**config.mk**
```make
export PLATFORM = sky130hd
export DESIGN_NAME = stable_serial_tx_flat
export DESIGN_NICKNAME = d
export VERILOG_FILES = /design/src/rtl/stable_serial_tx_if.sv /design/src/rtl/stable_serial_tx.sv /design/src/flat_wrapper.sv
export SDC_FILE = /design/constraint.sdc
export NUM_CORES = 1
export LEC_CHECK = 0
export ABC_CLOCK_PERIOD_IN_PS = 3400
export BUFFER_PORTS_ARGS = -buffer_cell sky130_fd_sc_hd__buf_2
export CAP_MARGIN = 20
export CORE_MARGIN = 1
export CORE_UTILIZATION = 39
export DETAILED_ROUTE_END_ITERATION = 8
export PLACE_DENSITY_LB_ADDON = 0.3
export SLEW_MARGIN = 10
export SYNTH_ARGS = -nofsm -noshare
export SYNTH_HDL_FRONTEND = slang
export SYNTH_SLANG_ARGS = --single-unit
```
**constraint.sdc**
```tcl
create_clock -name clock -period 3.4 [get_ports clock]
set_input_delay 0.68 -clock clock [delete_from_list [all_inputs] [get_ports clock]]
set_output_delay 0.68 -clock clock [all_outputs]
set_load 0.1 [all_outputs]
```
**src/rtl/stable_serial_tx_if.sv**
```systemverilog
// Upstream valid/ready word handshake for stable_serial_tx.
// The producer owns the word and valid; the transmitter owns ready.
interface stable_serial_tx_if #(
    parameter int unsigned WIDTH = 8
) ();
    logic [WIDTH-1:0] data_in;
    logic             data_valid;
    logic             data_ready;

    modport master (
        output data_in,
        output data_valid,
        input  data_ready
    );

    modport slave (
        input  data_in,
        input  data_valid,
        output data_ready
    );
endinterface

```
**src/rtl/stable_serial_tx.sv**
```systemverilog
// Single-wire framed transmitter: start(1), WIDTH data bits MSB first, stop(0),
// every line level held for HOLD cycles so a 4-sample receive filter passes it cleanly.
module stable_serial_tx #(
    parameter int unsigned WIDTH = 8,
    parameter int unsigned HOLD  = 8
) (
    input  logic              clock,
    input  logic              reset,
    stable_serial_tx_if.slave up,
    output logic              sig_out,
    output logic              busy,
    output logic              done
);
    localparam int unsigned HCW = (HOLD > 1) ? $clog2(HOLD) : 1;
    localparam int unsigned BCW = (WIDTH > 1) ? $clog2(WIDTH) : 1;
    localparam logic [HCW-1:0] HOLD_LAST = HCW'(HOLD - 1);
    localparam logic [BCW-1:0] BIT_LAST  = BCW'(WIDTH - 1);

    typedef enum logic [1:0] {StIdle, StStart, StData, StStop} state_e;

    state_e           state;
    logic [HCW-1:0]   hold_cnt;
    logic [BCW-1:0]   bit_cnt;
    logic [WIDTH-1:0] shift_reg;
    logic             hold_last;

    assign hold_last     = (hold_cnt == HOLD_LAST);
    // Ready is combinational so a new word can be taken in the done cycle.
    assign up.data_ready = (state == StIdle) && !reset;

    always_ff @(posedge clock) begin
        if (reset) begin
            state     <= StIdle;
            hold_cnt  <= '0;
            bit_cnt   <= '0;
            shift_reg <= '0;
            sig_out   <= 1'b0;
            busy      <= 1'b0;
            done      <= 1'b0;
        end else begin
            done <= 1'b0;
            unique case (state)
                StIdle: begin
                    if (up.data_valid) begin
                        shift_reg <= up.data_in;
                        hold_cnt  <= '0;
                        bit_cnt   <= '0;
                        state     <= StStart;
                        sig_out   <= 1'b1;
                        busy      <= 1'b1;
                    end
                end
                StStart: begin
                    if (hold_last) begin
                        state     <= StData;
                        sig_out   <= shift_reg[WIDTH-1];
                        shift_reg <= shift_reg << 1;
                        hold_cnt  <= '0;
                    end else begin
                        hold_cnt <= hold_cnt + 1'b1;
                    end
                end
                StData: begin
                    if (hold_last) begin
                        hold_cnt <= '0;
                        if (bit_cnt == BIT_LAST) begin
                            state   <= StStop;
                            sig_out <= 1'b0;
                        end else begin
                            bit_cnt   <= bit_cnt + 1'b1;
                            sig_out   <= shift_reg[WIDTH-1];
                            shift_reg <= shift_reg << 1;
                        end
                    end else begin
                        hold_cnt <= hold_cnt + 1'b1;
                    end
                end
                StStop: begin
                    if (hold_last) begin
                        state    <= StIdle;
                        hold_cnt <= '0;
                        busy     <= 1'b0;
                        done     <= 1'b1;
                    end else begin
                        hold_cnt <= hold_cnt + 1'b1;
                    end
                end
            endcase
        end
    end
endmodule
```
**src/flat_wrapper.sv**
```systemverilog
// flat-port wrapper written by rule: the top's interface ports become plain ports
module stable_serial_tx_flat 
#(
    parameter int unsigned WIDTH = 8,
    parameter int unsigned HOLD  = 8
)
  (clock, reset, sig_out, busy, done, up_data_in, up_data_valid, up_data_ready);
  stable_serial_tx_if #(.WIDTH(WIDTH)) up_i ();
  input  logic clock;
  input  logic reset;
  output logic sig_out;
  output logic busy;
  output logic done;
  input wire logic [$bits(up_i.data_in)-1:0] up_data_in;
  input wire logic [$bits(up_i.data_valid)-1:0] up_data_valid;
  output wire logic [$bits(up_i.data_ready)-1:0] up_data_ready;
  assign up_i.data_in = up_data_in;
  assign up_i.data_valid = up_data_valid;
  assign up_data_ready = up_i.data_ready;
  stable_serial_tx #(.WIDTH(WIDTH), .HOLD(HOLD)) u_core (.clock(clock), .reset(reset), .up(up_i), .sig_out(sig_out), .busy(busy), .done(done));
endmodule
```
==> impl_metrics.yaml <==
cts:
  clockBufferDepth: 2
  htree_levels: 1
  post-cts-setup-buffers: 0
  cts_root_buf: "clkbuf_4"
  clk_latency_ns: 0.30
  postCtsHoldBufs: 0
  cts.sinks: 19
  ctsResizeCount: 0
  cts_made_buffers: 3
  cts.clk_slew.worst_paths_ns: 0.12
  cts_tree: "yes"
worst_setup_path:
  r2r_slack_ns: 1.33
  start_kind: "flop"
  cp_data_required_time_ns: 2.72
  worst_setup_path_end_kind: "output port"
  r2r_cells: 5
  r2r_start: "u_core.state[0]"
  r2r_end: "u_core.shift_reg[3]"
  cp.arrival_ns: 1.64
  path_class: "reg -> out"
  crit_fanout: 6
placed_design:
  dp_slack_ns: 1.25
  globalplace.congestion: 0.743
  dp_hpwl_mm: 1.59
  placed_cell_area_um2: 1160
  numPortBuffers: 14
floorplan:
  io_pins: 15
  core_um2: 2570
  die_w_um: 55.0
  row_count: 18
  dieArea_um2: 3020
  dieHeight_um: 55.0
  start_util_pct: 42.6
synth:
  syn_nets: 134
  synth_compound_area_share_pct: 22.4
  synthDistinctLibCells: 32
  synthAdderAreaFrac_pct: 11.4
  ys_warn_count: 0
  syn_inst: 113
  synthMuxAreaShare_pct: 9.15
  syn_avg_cell_area_um2: 9.68
  ys_seq_elements: 19
  synth_simple_gate_area_share_pct: 16.9
  syn_area_um2: 1090
  synth_top_family_by_area: "compound AO/OA/AOI/OAI gates"
  ys_seq_area_share_pct: 34.8
  synth_xor_area_share_pct: 0
power_and_ir_drop:
  max-vdd-ir-drop_mv: 0.439
  p_leak_nw: 0.476
  p_per_area_nw_per_um2: 922
timing:
  post-route-min-period_ns: 2.32
  hold_viol: 0
  fin_skew_ns: 0.00735
  fin_tns_setup_ns: 0
  finalMaxSlewViolations: 0
  rsz0062_at_grt: "false"
  setup_viol: 0
  finalCritPeriodShare_pct: 68.3
  hold_slack_ns: 0.465
  maxSlewHeadroom_pct: 42.8
  max_freq_mhz: 430
  finalWorstSetupSlack_ns: 1.08
  tightest_slew_ns: 0.856
detailed_routing:
  initialDrtViolationCount: 18
  ant_nets: 0
  drc: 0
  avgRoutedWirePerCell_um: 14.5
  via_count: 905
  wirelength_mm: 2.23
  drt_first_pass_iters: 6
  routed_via_density: 5.88
final_layout:
  n_antenna_cell: 0
  drive_gt1_share_pct: 16.1
  fillers: 283
  design_area_um2: 1190
  finish.net_count: 146
  syn_to_final_growth_pct: 8.47
  largest_reg_flops: 8
global_route:
  antenna_found_initial: 0
  overflow: 0
  grt_max_degree: 23
  grtUsageTotal_pct: 17.8
  grt_pass1_vias: 829
  grt_pass1_wl_mm: 3.79
hold_path:
  hp-class: "reg -> reg"
  hp-start: "u_core.hold_cnt[1]"
  whs_endpoint: "u_core.hold_cnt[1]"
  worstHoldPathCells: 2
outcome:
  status: "finished, final reports clean"
run:
  drv_cap: 0
## synth_stat cells
cell	number	area share (%)
dfxtp_1	19	35
ha_1	10	11
mux2i_1	10	9.2
a211oi_1	7	4.8
a21oi_1	7	3.2
a41oi_1	7	5.6
nand2_1	7	2.4
nand2b_1	6	3.4
or4_1	4	2.7
inv_1	3	1.0
nor2b_1	3	1.7
nor3_1	3	1.4
o31ai_1	3	2.1
buf_1	2	0.69
buf_6	2	2.1
clkbuf_1	2	0.69
nand3b_1	2	1.4
o21ai_0	2	0.92
a21o_1	1	0.69
a221oi_1	1	0.80
a311oi_1	1	0.80
a31oi_1	1	0.57
and2_4	1	0.80
buf_2	1	0.46
clkinv_1	1	0.34
nor2_1	1	0.34
nor4_4	1	1.9
o211ai_1	1	0.69
o21a_1	1	0.69
o21ba_1	1	0.92
o21bai_1	1	0.69
or3b_1	1	0.80
## kinds of logic after synthesis
kind of cell / after synthesis
compound gates: 34
simple gates: 29
flops: 19
buf+inv: 11
mux: 10
fa+ha+maj: 10
## metrics by stage
step,std cells,power [mW],utilization (%)
after floorplan,113,0.870,-
after global placement,150,0.962,45.1
after detailed placement,150,0.977,45.1
after CTS,154,1.10,46.2
after global routing,154,1.17,46.2
final,154,1.09,46.2
## worst max-delay path, stage by stage (launching register included)
cell	delay, ns
dfxtp_1	0.35
inv_1	0.15
ha_1	0.28
nor2b_1	0.14
buf_2	0.43
## metal layers
metal	vias up	wire, um	GRT usage, %
li1	450	-	-
met1	429	1020	22.4
met2	24	1110	29.7
met3	2	88	3.28
met4	0	14	7.50
met5	-	0	0
## placed cells by master, fill, tap and decap left out, types with 2 or more instances in the layout
cell type	count
a211oi_1	7
or4_1	4
clkbuf_4	3
a41oi_1	7
dfxtp_1	19
mux2i_1	10
buf_2	14
o31ai_1	3
o21ai_0	2
inv_1	3
nand2_1	7
nand2b_1	6
a21oi_1	7
nand3b_1	2
nor3_1	3
nor2b_1	3
ha_1	10
## worst max-delay path by stage
stage,cells past startpoint,startpoint,slack [ns],endpoint
6_report,4,u_core.state[0],1.08,up_data_ready
2_1_floorplan,2,reset,0.52,up_data_ready
3_5_place_dp,3,reset,1.25,up_data_ready
5_1_grt,4,u_core.state[0],0.94,up_data_ready
3_3_place_gp,3,reset,1.25,up_data_ready
4_1_cts,4,u_core.state[0],1.05,up_data_ready
## where the power goes
group | internal [mW] | switching [mW]
Clock | 0.0438 | 0.0736
Combinational | 0.247 | 0.401
Sequential | 0.286 | 0.0413
## cell type report
type                       instances  area [um2]  share of cell area, %
clock inverter                     1        5.00                  0.422
timing repair buffer              14        70.1                   5.91
inverter                           4        15.0                   1.27
sequential                        19         380                   32.1
multi-input combinational         83         656                   55.3
tap                               30        37.5                   3.16
clock buffer                       3        22.5                   1.90
Note: power is estimated with default switching activity, not from simulation.
